==> src/rtl/muldiv_sched.sv <==
// Multiply/divide sequencer and HI/LO owner beside EX: iterative shift-add multiply, restoring divide.
// Optional MULDIV_FAST_MUL_EN: mult/multu complete in the accept cycle via a single-cycle multiplier.
module muldiv_sched #(
  parameter int unsigned DATA_W = 32
) (
  input  logic              clk,
  input  logic              rst,
  input  logic              op_mult,
  input  logic              op_multu,
  input  logic              op_div,
  input  logic              op_divu,
  input  logic              op_mthi,
  input  logic              op_mtlo,
  input  logic              annul,
  input  logic [DATA_W-1:0] src1,
  input  logic [DATA_W-1:0] src2,
  output logic              stallreq,
  output logic              done,
  output logic              busy,
  output logic [DATA_W-1:0] hi,
  output logic [DATA_W-1:0] lo
);

  localparam int unsigned CNT_W = $clog2(DATA_W);

  typedef enum logic [1:0] {IDLE, RUN, FINISH} state_t;
  state_t state, state_next;

  logic              is_mul_op, is_div_op, is_signed_op;
  logic              start, div_zero, fast_mul, s1, s2;
  logic [DATA_W-1:0] abs1, abs2;

  logic [CNT_W-1:0]  cnt;
  logic              is_div, sign_q, sign_r;
  logic [DATA_W-1:0] acc_p, acc_a, opnd_b;

  logic [DATA_W:0]     mul_sum, div_shift, div_diff;
  logic                div_ge, last;
  logic [DATA_W-1:0]   step_p, step_a, res_hi, res_lo;
  logic [2*DATA_W-1:0] prod;

  always_comb begin
    is_mul_op    = op_mult | op_multu;
    is_div_op    = op_div | op_divu;
    is_signed_op = op_mult | op_div;
    start        = (is_mul_op | is_div_op) & ~annul;
    div_zero     = is_div_op & (src2 == '0);
    s1           = is_signed_op & src1[DATA_W-1];
    s2           = is_signed_op & src2[DATA_W-1];
    abs1         = s1 ? -src1 : src1;
    abs2         = s2 ? -src2 : src2;
  end

`ifdef MULDIV_FAST_MUL_EN
  logic [2*DATA_W-1:0] fast_mag, fast_prod;
  always_comb begin
    fast_mag  = {{DATA_W{1'b0}}, abs1} * {{DATA_W{1'b0}}, abs2};
    fast_prod = (s1 ^ s2) ? -fast_mag : fast_mag;
    fast_mul  = is_mul_op;
  end
`else
  always_comb fast_mul = 1'b0;
`endif

  // {acc_p, acc_a} is the product register (multiply) or remainder:dividend pair (divide).
  always_comb begin
    mul_sum   = {1'b0, acc_p} + (acc_a[0] ? {1'b0, opnd_b} : '0);
    div_shift = {acc_p, acc_a[DATA_W-1]};
    div_diff  = div_shift - {1'b0, opnd_b};
    div_ge    = ~div_diff[DATA_W];
    if (is_div) begin
      step_p = div_ge ? div_diff[DATA_W-1:0] : div_shift[DATA_W-1:0];
      step_a = {acc_a[DATA_W-2:0], div_ge};
    end else begin
      step_p = mul_sum[DATA_W:1];
      step_a = {mul_sum[0], acc_a[DATA_W-1:1]};
    end
    prod = sign_q ? -{step_p, step_a} : {step_p, step_a};
    if (is_div) begin
      res_hi = sign_r ? -step_p : step_p;
      res_lo = sign_q ? -step_a : step_a;
    end else begin
      res_hi = prod[2*DATA_W-1:DATA_W];
      res_lo = prod[DATA_W-1:0];
    end
    last = (cnt == CNT_W'(DATA_W - 1));
  end

  always_ff @(posedge clk) begin
    if (rst) state <= IDLE;
    else     state <= state_next;
  end

  always_comb begin
    state_next = state;
    stallreq   = 1'b0;
    done       = 1'b0;
    busy       = (state != IDLE);
    case (state)
      IDLE: begin
        stallreq = start;
        if (start) state_next = (div_zero || fast_mul) ? FINISH : RUN;
      end
      RUN: begin
        stallreq = ~annul;
        if (annul)     state_next = IDLE;
        else if (last) state_next = FINISH;
      end
      FINISH: begin
        done       = 1'b1;
        state_next = IDLE;
      end
      default: state_next = IDLE;
    endcase
  end

  always_ff @(posedge clk) begin
    if (rst) begin
      hi     <= '0;
      lo     <= '0;
      cnt    <= '0;
      acc_p  <= '0;
      acc_a  <= '0;
      opnd_b <= '0;
      is_div <= 1'b0;
      sign_q <= 1'b0;
      sign_r <= 1'b0;
    end else begin
      case (state)
        IDLE: begin
          if (start) begin
            acc_p  <= '0;
            acc_a  <= abs1;
            opnd_b <= abs2;
            cnt    <= '0;
            is_div <= is_div_op;
            sign_q <= s1 ^ s2;
            sign_r <= s1;
            if (div_zero) begin
              hi <= src1;
              lo <= '1;
            end
`ifdef MULDIV_FAST_MUL_EN
            else if (is_mul_op) begin
              hi <= fast_prod[2*DATA_W-1:DATA_W];
              lo <= fast_prod[DATA_W-1:0];
            end
`endif
          end else if (!annul) begin
            if (op_mthi) hi <= src1;
            if (op_mtlo) lo <= src1;
          end
        end
        RUN: begin
          if (!annul) begin
            acc_p <= step_p;
            acc_a <= step_a;
            cnt   <= cnt + CNT_W'(1);
            if (last) begin
              hi <= res_hi;
              lo <= res_lo;
            end
          end
        end
        default: ;
      endcase
    end
  end

endmodule

==> config.mk <==
export PLATFORM = sky130hd
export DESIGN_NAME = muldiv_sched
export DESIGN_NICKNAME = d
export VERILOG_FILES = /design/src/rtl/muldiv_sched.sv
export SDC_FILE = /design/constraint.sdc
export NUM_CORES = 1
export LEC_CHECK = 0
export BUFFER_PORTS_ARGS = -buffer_cell sky130_fd_sc_hd__buf_2
export CAP_MARGIN = 40
export CORE_MARGIN = 1.5
export CORE_UTILIZATION = 30
export DETAILED_ROUTE_END_ITERATION = 8
export PLACE_DENSITY = 0.48
export SYNTH_ARGS = -nofsm -noshare
export SYNTH_HDL_FRONTEND = slang
export SYNTH_SLANG_ARGS = --single-unit
export TNS_END_PERCENT = 1
==> constraint.sdc <==
create_clock -name clk -period 8 [get_ports clk]
set_input_delay 1.6 -clock clk [delete_from_list [all_inputs] [get_ports clk]]
set_output_delay 1.6 -clock clk [all_outputs]
set_load 0.05 [all_outputs]
==> out/metrics.cfg <==
[global_route]
grt_max_degree=81
grt_pass1_wl_mm=99.7
grt_pass1_vias=15500
grt-ovfl-total=0
grt_antenna_before_repair=0
grt_use_total=0.250

[floorplanning]
dieArea_um2=52400
pin_count=140
dieWidth_um=229
fp.coreArea_um2=50300
start_util=0.305
die_y_um=229
rows=82

[clocking]
ctsResizeCount=0
h-tree-depth=4
cts_tree=done
clkSlewWorstSetupHoldPaths_ps=70
cts_root_buf=clkbuf_16
cts.path.max_buffers=2
ctsHoldBuffers=0
cts-buffers-inserted=17
postCtsSetupRepairBufs=0
clock_sinks=170
clock_latency_ps=520

[synthesis]
ys.flop_type=dfxtp_1
ys_async_sr_fraction=0
postSynthNetCount=2276
synth_top_area_share=0.222
yosysUniqueCellTypes=99
synth.area.top_cells=dfxtp_1 (22%), nand2_1 (6.4%), a21oi_1 (6.0%), ha_1 (5.7%), o21ai_0 (5.2%)
synth-seq-cells=170
synth_cells=2131
synth.most_common_cell=nand2_1
ys_seq_area_frac=0.222
synth_edf_count=0
yosysTopAreaCell=dfxtp_1
synth_area_um2=15300
ys_warn_count=0
yosys-top-cells-count=nand2_1 (263), nor2_1 (212), a21oi_1 (184)
syn_avg_cell_area_um2=7.19

[place]
io_buffers=139
gp_congestion=0.939
dpl.hpwl_mm=50.1
pre_cts_slack_ps=1610

[finish]
final-seq-area_um2=3410
drive_gt1_frac=0.128
multi_input_area_um2=11200
antennaDiodeCount=0
num-nets-final=2346
n_fill_cell=5438
area_growth_pct=13.0

[drt]
drt_iter0_markers=1553
first_pass_iters=5
num_vias=16900
drc=0
viasPerCell=5.84
final_antenna_net_count=0
wl_mm=66.3
wire_per_inst_um=23.0

[sta]
finalCritPeriodShare=0.823
skew_ps=27.7
maxSlewViolCount=0
rsz0062_at_grt=false
max_clock_freq_mhz=152
max-slew-margin-rel=0.392
fin_setup_tns_ps=0
setup_viol=0
worstMarginPinSlew_ps=886
post-route-min-period_ps=6580
hold_violations=0
fin_ws_ps=1420

[critical_path]
cp-end-kind=register
cp.required_ps=8380
startpoint_type=register
worst-path-max-fanout=16
worstSetupPathType=reg -> reg
worst_ep_arrival_time_ps=6970

[status]
run_status=finished, final reports clean

[power]
power-per-cell-area_nw_per_um2=175
finalPower_mw=3.03
peakVddDrop_v=0.000153
p_leak_nw=6.83

[run]
maxCapViolCount=0

[min_path]
hold_path_class=reg -> reg

==> registers in the layout, summed over array words and instances, names as in the netlist <==
| signal | count |
|---|---|
| sign_r | 1 |
| opnd_b | 32 |
| is_div | 1 |
| cnt | 5 |
| state | 2 |
| sign_q | 1 |
| acc_p | 32 |
| acc_a | 32 |
| lo | 32 |
| hi | 32 |
==> per-stage QoR <==
stage | hold slack [ps] | std cells | area (um^2) | utilization
2_1_floorplan | 440 | 2131 | 15300 | -
3_3_place_gp | 460 | 2843 | 16600 | 0.330
3_5_place_dp | 458 | 2854 | 16700 | 0.333
4_1_cts | 467 | 2885 | 17300 | 0.344
5_1_grt | 499 | 2885 | 17300 | 0.344
6_report | 465 | 2885 | 17300 | 0.344
==> cell families after synthesis <==
| kind of cell | share of synthesized area |
|---|---|
| flops | 0.222 |
| mux | 0.0317 |
| xor+xnor | 0.0864 |
| fa+ha+maj | 0.0598 |
| compound gates | 0.308 |
| simple gates | 0.240 |
| buf+inv | 0.0522 |
==> report_power, final <==
part           switching [mW]  leakage [nW]  internal [mW]  total (mW)
clock                   0.402         0.274          0.479       0.881
sequential             0.0700          1.39          0.912       0.982
combinational           0.808          5.16          0.361        1.17
total                    1.28          6.83           1.75        3.03
==> layout make-up <==
cell class,count,area share
Tap cell,672,0.0486
Timing Repair Buffer,184,0.0621
Clock inverter,8,0.00636
Sequential cell,170,0.197
Clock buffer,23,0.0271
Multi-Input combinational cell,1763,0.645
Inverter,65,0.0141
==> critical path, stage by stage (launching register included) <==
cell,delay (ps)
dfxtp_1,390
inv_1,60
ha_1,460
nand2_2,140
nor4_2,550
nand3_1,310
a21bo_2,340
a21oi_4,590
nor3_4,220
a21oi_1,210
ha_1,220
o21ai_0,130
or4_1,530
nor2_1,160
nand2_1,190
or2_1,390
nor2_1,430
nor2_1,130
nor3_1,200
a21oi_1,150
xnor2_1,200
a2111oi_0,420
==> cell usage in the layout, fill, tap and decap left out, types with 18 or more instances in the layout <==
cell / n
clkbuf_16: 18
and2_1: 43
o31ai_1: 26
mux2i_1: 35
o21ai_0: 157
nand2_1: 263
a31oi_1: 71
buf_4: 39
and3_1: 21
buf_2: 140
ha_1: 70
nand4_1: 26
nand3_1: 43
a21oi_1: 184
a211oi_1: 52
nor2_1: 210
dfxtp_1: 168
o211ai_1: 30
nor3_1: 60
or3_1: 24
inv_1: 62
xnor2_1: 81
xor2_1: 70
a21o_1: 32
==> worst paths after layout <==
kind	from	to	depth (start not counted)	slack [ps]
max	opnd_b[9]$_SDFFE_PP0P_	hi[28]$_SDFFE_PP0P_	21	1420
min	hi[13]$_SDFFE_PP0P_	hi[13]$_SDFFE_PP0P_	2	460
max reg2reg	opnd_b[9]$_SDFFE_PP0P_	hi[28]$_SDFFE_PP0P_	21	1420
min reg2reg	hi[13]$_SDFFE_PP0P_	hi[13]$_SDFFE_PP0P_	2	460
==> routing by layer <==
| metal | track usage | vias up | wire (um) |
|---|---|---|---|
| li1 | - | 7961 | - |
| met1 | 0.346 | 8168 | 30700 |
| met2 | 0.383 | 641 | 29400 |
| met3 | 0.0452 | 85 | 4230 |
| met4 | 0.0929 | 0 | 1990 |
| met5 | 0 | - | 0 |
Note: power is estimated with default switching activity, not from simulation.
